<file path="src/rtl/dfm_pkg.sv">
// dfm_pkg: shared measure/regfile sizing and channel-index type
package dfm_pkg;
    localparam int N_CH   = 5;
    localparam int DATA_W = 64;
    localparam int CH_W   = $clog2(N_CH);
    typedef logic [CH_W-1:0] ch_idx_t;
endpackage

</file>
<file path="src/rtl/rr_arbiter.sv">
// rr_arbiter: combinational round-robin pick, search starts one past the last grant
module rr_arbiter #(
    parameter int N_CH = dfm_pkg::N_CH
) (
    input  logic [N_CH-1:0]         i_pend,
    input  logic [$clog2(N_CH)-1:0] i_last,
    output logic [N_CH-1:0]         o_gnt,
    output logic [$clog2(N_CH)-1:0] o_idx,
    output logic                    o_vld
);
    localparam int CW = $clog2(N_CH);
    logic [CW-1:0] w_k;
    always_comb begin
        o_gnt = '0;
        o_idx = '0;
        o_vld = 1'b0;
        w_k   = '0;
        for (int i = 1; i <= N_CH; i++) begin
            w_k = CW'((int'(i_last) + i) % N_CH);
            if (!o_vld && i_pend[w_k]) begin
                o_vld      = 1'b1;
                o_gnt[w_k] = 1'b1;
                o_idx      = w_k;
            end
        end
    end
endmodule

</file>
<file path="src/rtl/reg_wr_arbiter.sv">
// reg_wr_arbiter: funnels per-channel result strobes into one regfile write port
module reg_wr_arbiter #(
    parameter int N_CH   = dfm_pkg::N_CH,
    parameter int DATA_W = dfm_pkg::DATA_W
) (
    input  logic                     clk_i,
    input  logic                     rst_i,
    input  logic [N_CH-1:0]          raw_wr_en_i,
    input  logic [N_CH*DATA_W-1:0]   raw_wr_data_i,
    output logic                     reg_wr_en_o,
    output logic [DATA_W-1:0]        reg_wr_data_o,
    output logic [$clog2(N_CH)-1:0]  reg_wr_ch_o,
    output logic [N_CH-1:0]          ovf_o,
    input  logic                     ovf_clr_i
);
    localparam int CW = $clog2(N_CH);
    logic [N_CH-1:0]   r_pend;
    logic [DATA_W-1:0] r_data [N_CH];
    logic [N_CH-1:0]   r_ovf;
    logic [CW-1:0]     r_last;
    logic              r_en;
    logic [DATA_W-1:0] r_wdata;
    logic [CW-1:0]     r_ch;
    logic [N_CH-1:0]   w_gnt;
    logic [CW-1:0]     w_idx;
    logic              w_vld;
    rr_arbiter #(.N_CH(N_CH)) u_rr (
        .i_pend (r_pend),
        .i_last (r_last),
        .o_gnt  (w_gnt),
        .o_idx  (w_idx),
        .o_vld  (w_vld)
    );
    always_ff @(posedge clk_i) begin
        if (rst_i) begin
            r_pend  <= '0;
            r_ovf   <= '0;
            r_last  <= CW'(N_CH - 1);
            r_en    <= 1'b0;
            r_wdata <= '0;
            r_ch    <= '0;
        end else begin
            r_en <= w_vld;
            if (w_vld) begin
                r_wdata <= r_data[w_idx];
                r_ch    <= w_idx;
                r_last  <= w_idx;
            end
            // A strobe landing on the granted slot reloads it; only an ungranted pending slot overflows
            r_pend <= raw_wr_en_i | (r_pend & ~w_gnt);
            r_ovf  <= (ovf_clr_i ? '0 : r_ovf) | (raw_wr_en_i & r_pend & ~w_gnt);
            for (int k = 0; k < N_CH; k++)
                if (raw_wr_en_i[k])
                    r_data[k] <= raw_wr_data_i[k*DATA_W +: DATA_W];
        end
    end
    assign reg_wr_en_o   = r_en;
    assign reg_wr_data_o = r_wdata;
    assign reg_wr_ch_o   = r_ch;
    assign ovf_o         = r_ovf;
endmodule

</file>
<file path="config.mk">
export PLATFORM = sky130hd
export DESIGN_NAME = reg_wr_arbiter
export DESIGN_NICKNAME = d
export VERILOG_FILES = /design/src/rtl/dfm_pkg.sv /design/src/rtl/rr_arbiter.sv /design/src/rtl/reg_wr_arbiter.sv
export SDC_FILE = /design/constraint.sdc
export NUM_CORES = 1
export LEC_CHECK = 0
export BUFFER_PORTS_ARGS = -buffer_cell sky130_fd_sc_hd__buf_2
export CORE_ASPECT_RATIO = 0.6
export CORE_MARGIN = 3
export CORE_UTILIZATION = 45
export DETAILED_ROUTE_END_ITERATION = 7
export PLACE_DENSITY = 0.72
export SLEW_MARGIN = 20
export SYNTH_ARGS = -nofsm -noshare
export SYNTH_HDL_FRONTEND = slang
export SYNTH_HIERARCHICAL = 1
export SYNTH_SLANG_ARGS = --single-unit
</file>
<file path="constraint.sdc">
create_clock -name clk_i -period 5.46 [get_ports clk_i]
set_input_delay 0.273 -clock clk_i [delete_from_list [all_inputs] [get_ports clk_i]]
set_output_delay 0.273 -clock clk_i [all_outputs]
set_load 0.02 [all_outputs]
</file>
; ---- Word-level counts from Yosys, hierarchy flattened
; Memories as Yosys holds them, arrays and structs flattened. A register that Yosys moved wholly into a read port is not among the register bits.
; Cells that the tools add are included.
[totals]
n_memories = 1
word_cells = 100
inputBits = 328
register_bits = 17
ramBits = 320
[mem_list]
columns = memory, words, width, read_ports, rd_ports_with_merged_regs, write_ports, line
row1 = r_data, 5, 64, 1, 1, 5, reg_wr_arbiter.sv:18  ; logic [DATA_W-1:0] r_data [N_CH];
[classes]
add_sub_neg = 5
n_reduce_logical = 13
n_lt_le_gt_ge = 10
muxes = 51
n_bitwise = 10
n_div = 5
[op_table]
columns = operator, n
row1 = $mod A32 B4 Y32 const B, 5
row2 = $mux W1, 30
row3 = $mux W5, 6
row4 = $or A5 B5 Y5, 6
row5 = $lt A3 B4 Y1 const B, 5
row6 = $and A5 B5 Y5, 3
row7 = $bmux W1 S3, 5
row8 = $demux W1 S3, 5
row9 = $ge A3 B1 Y1 const B, 5
row10 = $mux W3, 5
row11 = $logic_and A1 B1 Y1, 9
row12 = $add A3 B2 Y4 const B, 2
row13 = $add A3 B3 Y4 const B, 2
row14 = $not A5 Y5, 1
row15 = $add A3 B1 Y4 const B, 1
row16 = $logic_not A1 Y1, 4

; ---- Logic depth before layout (Yosys ltp)
[depth]
depth_word = 20
depth_mapped = 27

; ---- Cells and area by module
; Netlist, hierarchy kept.
[by_module_without_submodules]
columns = module, n_inst, area_each_um2, cells_each
row1 = reg_wr_arbiter, 1, 14577.7, 826
row2 = rr_arbiter, 1, 2088.3, 287

; ---- Worst setup path before layout
; No wires, ideal clock.
[synth_path]
path_type = reg2reg
start = reg r_last[0]
end = reg r_wdata[0] (netlist: reg_wr_data_o[0]) (read register of r_data)
stages_incl_launch_ff = 25
setup_slack_ns = -0.283
setup_ns = 0.137
n_path_buf = 5
t_arrival_ns = 5.605
cell_sequence = dfxtp_1 -> buf_2 -> inv_1 -> buf_4 -> ha_1 -> clkbuf_1 -> inv_1 -> ha_1 -> nor2_1 -> a211o_1 -> nand2_1 -> ha_1 -> nand2b_1 -> a32oi_2 -> mux2_2 -> o221ai_2 -> a22oi_2 -> or3_1 -> nand3b_4 -> nand4_1 -> buf_6 -> buf_6 -> mux2_1 -> a222oi_1 -> a211oi_1
[synth_via]
elab_chain_len = 17
word_cells_on_any_way = 38
classes_between = add/sub: 5 / div: 5 / mux: 20 / reduce/logical: 8
[synth_rtl]
columns = element, line
row1 = from (decl), reg_wr_arbiter.sv:20  ; logic [CW-1:0] r_last;
row2 = from (signal assigned), reg_wr_arbiter.sv:38  ; r_last <= CW'(N_CH - 1);
row3 = from (signal assigned), reg_wr_arbiter.sv:47  ; r_last <= w_idx;
row4 = $add A3 B1 Y4, rr_arbiter.sv:19  ; w_k = CW'((int'(i_last) + i) % N_CH);
row5 = $mod A32 B4 Y32, rr_arbiter.sv:19
row6 = $bmux W1 S3, rr_arbiter.sv:20  ; if (!o_vld && i_pend[w_k]) begin
row7 = $mux W1 (not written as such), rr_arbiter.sv:20
row8 = $mux W1, rr_arbiter.sv:20
row9 = $logic_not A1 Y1, rr_arbiter.sv:20
row10 = $logic_and A1 B1 Y1, rr_arbiter.sv:20
row11 = $mux W1, rr_arbiter.sv:20
row12 = [... 2 more ...], --
row13 = $mux W1, rr_arbiter.sv:20
row14 = $logic_not A1 Y1, rr_arbiter.sv:20
row15 = $logic_and A1 B1 Y1, rr_arbiter.sv:20
row16 = $mux W1, rr_arbiter.sv:20
row17 = $logic_not A1 Y1, rr_arbiter.sv:20
row18 = $logic_and A1 B1 Y1, rr_arbiter.sv:20
row19 = $mux W3 (*), rr_arbiter.sv:20
row20 = net w_idx[0], reg_wr_arbiter.sv:25  ; logic [CW-1:0] w_idx;
row21 = to (decl), reg_wr_arbiter.sv:22  ; logic [DATA_W-1:0] r_wdata;
; Mark *: on every way through the listed nets, which the timed path passes. The rest lies on a longest branch. The select of a mux whose other input is x is not followed.
; A chain may end at the register's enable or synchronous reset.

; ---- Worst setup path after layout
[layout_path]
start = reg r_last[2]
end = reg r_wdata[59] (netlist: reg_wr_data_o[59]) (read register of r_data)
; The elaborated chain is that of the path after synthesis.

==> flow_summary_export.csv <==
group,metric,value,unit
status,violations,"design-rule violations",
die,rows,53,
global_route,grt_pass1_vias,14215,
global_route,grt_use_met3,0.06967,
finish,register_area,11190,µm²
cts,clock_sinks,399,
synthesis,ys_ff_latch,399,
global_route,grt_usage,0.2788,
timing,clock_skew,22.32,ps
synthesis,synth_seq_area_share,0.6715,
timing,hold_viol_final,0,
synthesis,synth_edf_count,320,
worst_setup_path,worstPathCellList,"buf_6 > ha_2 > buf_4 > nand2_1 > inv_2 > ha_1 > nor2b_4 > a31oi_1 > o221a_4 > xnor2_2 > and4_4 > or4_4 > or3_4 > nand3b_4 > nand4_1 > buf_6 > buf_16 > mux2_1 > a222oi_1 > a211oi_1",
finish,final_nets,2233,
route,drc_errors,2,
worst_setup_path,crit_slowest_cell,"or4_4",
worst_setup_path,start_kind,"flip-flop",
status,status,"complete, but fails checks",
timing,clock.fmax,0.1878,GHz
finish,nFillCells,2313,
worst_setup_path,worst_path_most_repeated_cell,"buf_6",
timing,worst_slew_pin_slew,1059,ps
placed_design,place_ws,-169.9,ps
route,wl_per_cell,24.11,µm
global_route,gr-max-usage-layer,"met2",
global_route,grt_use_met1,0.3552,
synthesis,ys_warn_count,6,
finish,fin_area,24400,µm²
worst_setup_path,path_buf_inv,5,
global_route,overflow,0,
synthesis,syn_area_per_cell,14.97,µm²
worst_setup_path,criticalPathCategory,"reg -> reg",
placed_design,io_buffers,400,
route,firstDrtPassIters,8,
timing,setup_ws,134.0,ps
die,io_pins,401,
cts,cts-htree-levels,2,
finish,layout_commonest_cell,"buf_2",
worst_setup_path,cp_data_required_time,5840,ps
synthesis,syn_nets,1469,
cts,clk_root_buffer_cell,"clkbuf_16",
route,detail-route-antenna-nets,0,
route,routed_wl,57440,µm
route,vias_per_cell,5.687,
timing,min_period,5326,ps
global_route,grt_pass1_wl,83550,µm
route,first_iter_violations,1622,
synthesis,ys.flop_type,"edfxtp_1",
worst_setup_path,max_stage_delay,560,ps
route,vias,13546,
die,die_x,254.4,µm
die,die_area,39460,µm²
worst_setup_path,worstPathMaxFanout,29,
cts,cts_tree,"yes",
synthesis,synthesis.area,16670,µm²
synthesis,synth_cell_types,80,
cts,clkSlewWorstSetupHoldPaths,60,ps
global_route,use_met2,0.4584,
worst_setup_path,cp-end-kind,"flip-flop",
global_route,grt_antenna_before_repair,8,
global_route,grt_max_degree,98,
die,core-area,35740,µm²
timing,finalCritPeriodShare,0.9755,
placed_design,finalWeightedCongestion,1.031,
cts,insertion_delay,530,ps
die,initial_utilization,0.4663,
placed_design,dpl-instance-area,19440,µm²
cts,clock_path_buffers,3,
die,die_y,155.1,µm
finish,syn_to_final_growth,46.39,%
worst_setup_path,worstPathArrival,5710,ps
finish,drive_gt1_frac,0.3610,
cts,cts_made_buffers,38,
worst_setup_path,crit_family,"simple AND/OR/NAND/NOR gates",
flow_run,maxCapViolCount,0,
finish,multi_input_area,5274,µm²
synthesis,async_flop_share,0,
timing,setup_viol,0,
finish,layout_common_cells,"buf_2 (399), dlygate4sd3_1 (323), edfxtp_1 (320), nor2_1 (101), mux2_2 (85)",
min_path,hold_class,"in -> reg",
placed_design,dp_hpwl,33270,µm
timing,relSlewSlack,0.2923,
synthesis,synth_cells,1113,
timing,slew_violations,0,
-- cells in the mapped netlist, drive strengths merged (2+ instances only) --
master,number,area (µm²)
buf,43,284.0
and2,3,18.77
nor3,9,45.04
o21bai,2,15.01
edfxtp,320,9609
a22oi,5,42.54
nor3b,5,37.54
a221oi,2,30.03
or2,4,25.02
o32ai,4,35.03
nand3,14,70.07
a31oi,7,58.81
a21boi,2,15.02
and4,3,28.78
inv,24,95.09
or4,2,18.77
o221ai,3,38.79
nor2b,24,150.1
o22ai,3,18.77
xnor2,11,130.1
a222oi,64,640.6
a22o,3,26.28
o211a,2,20.02
a32oi,2,25.03
nor4,2,27.53
nand2,22,82.58
mux2,131,1475
clkbuf,29,110.1
a211oi,68,510.5
and3,3,18.77
nor2,104,392.9
o211ai,3,22.52
a211o,3,26.28
a21oi,22,125.1
o21ai,15,78.83
ha,27,337.8
nand2b,7,43.79
dfxtp,79,1582
mux2i,12,123.9
nand4,7,43.79
-- sequential cells by signal (all words and copies together) (netlist names) --
register and count:
r_pend 5, r_data 320, reg_wr_data_o 64, r_last 3
reg_wr_en_o 1, ovf_o 5, reg_wr_ch_o 1
-- per-stage QoR --
step	hold slack (ps)	TNS, ps	std cells	utilization
2_1_floorplan	371.9	0	1113	-
5_1_grt	17.03	-995.9	2380	0.6824
3_3_place_gp	449.5	0	1966	0.5440
4_1_cts	1.796	-173.9	2359	0.6706
6_report	21.55	0	2382	0.6826
3_5_place_dp	451.1	-5654	1966	0.5440
-- cells by family after synthesis --
family,count (synthesis),synth area share
buf+inv,96,0.02935
xor+xnor,12,0.008334
fa+ha+maj,28,0.02147
flops,399,0.6715
mux,143,0.09595
simple gates,214,0.06336
compound gates,221,0.1101
-- final timing paths --
path	endpoint	slack (ps)	startpoint	cells after the start
worst min register to register	reg_wr_data_o[60]	490	reg_wr_data_o[60]	2
worst max register to register	reg_wr_data_o[59]	130	r_last[2]	20
worst min-delay path	r_pend[0]	20	raw_wr_en_i[0]	3
worst max-delay path	reg_wr_data_o[59]	130	r_last[2]	20
-- repair_timing --
item                                    in CTS  in global routing
hold endpoints to repair                   324                  0
gates cloned                                 0                  2
endpoints found under the setup margin      64                 64
setup buffers                                1                 11
hold buffers                               323                  0
gates resized for setup                      6                 58
pin swaps                                    1                 25
-- metal layers --
metal,vias to the layer above,wire length [µm],part of all wire
met2,898,27400,0.48
met4,2,2084,0.036
met1,6579,21800,0.38
li1,5933,-,-
met3,134,6133,0.11
met5,-,20,0.00035
-- worst register-to-register path: cells and delay by family, from the launching register on --
kind,cells,cell delay [ps]
AOI/OAI and AO/OA,4,920
xor gates and xnor gates,1,170
adders and majority gates,2,520
buffers and inverters,5,940
DFF,1,360
muxes,1,410
and+or+nand+nor,7,1880
-- area by class of cell --
| cell class | count | area share |
|---|---|---|
| Clock buffer | 52 | 0.04405 |
| Sequential cell | 399 | 0.4588 |
| Multi-Input combinational cell | 618 | 0.2162 |
| Tap cell | 467 | 0.02395 |
| Clock inverter | 17 | 0.007949 |
| Inverter | 24 | 0.004103 |
| Timing Repair Buffer | 796 | 0.2441 |
| Antenna cell | 9 | 0.0009231 |
Power is not shown: default switching activity piles up to over one toggle a cycle in this logic, so the estimate is an artifact.
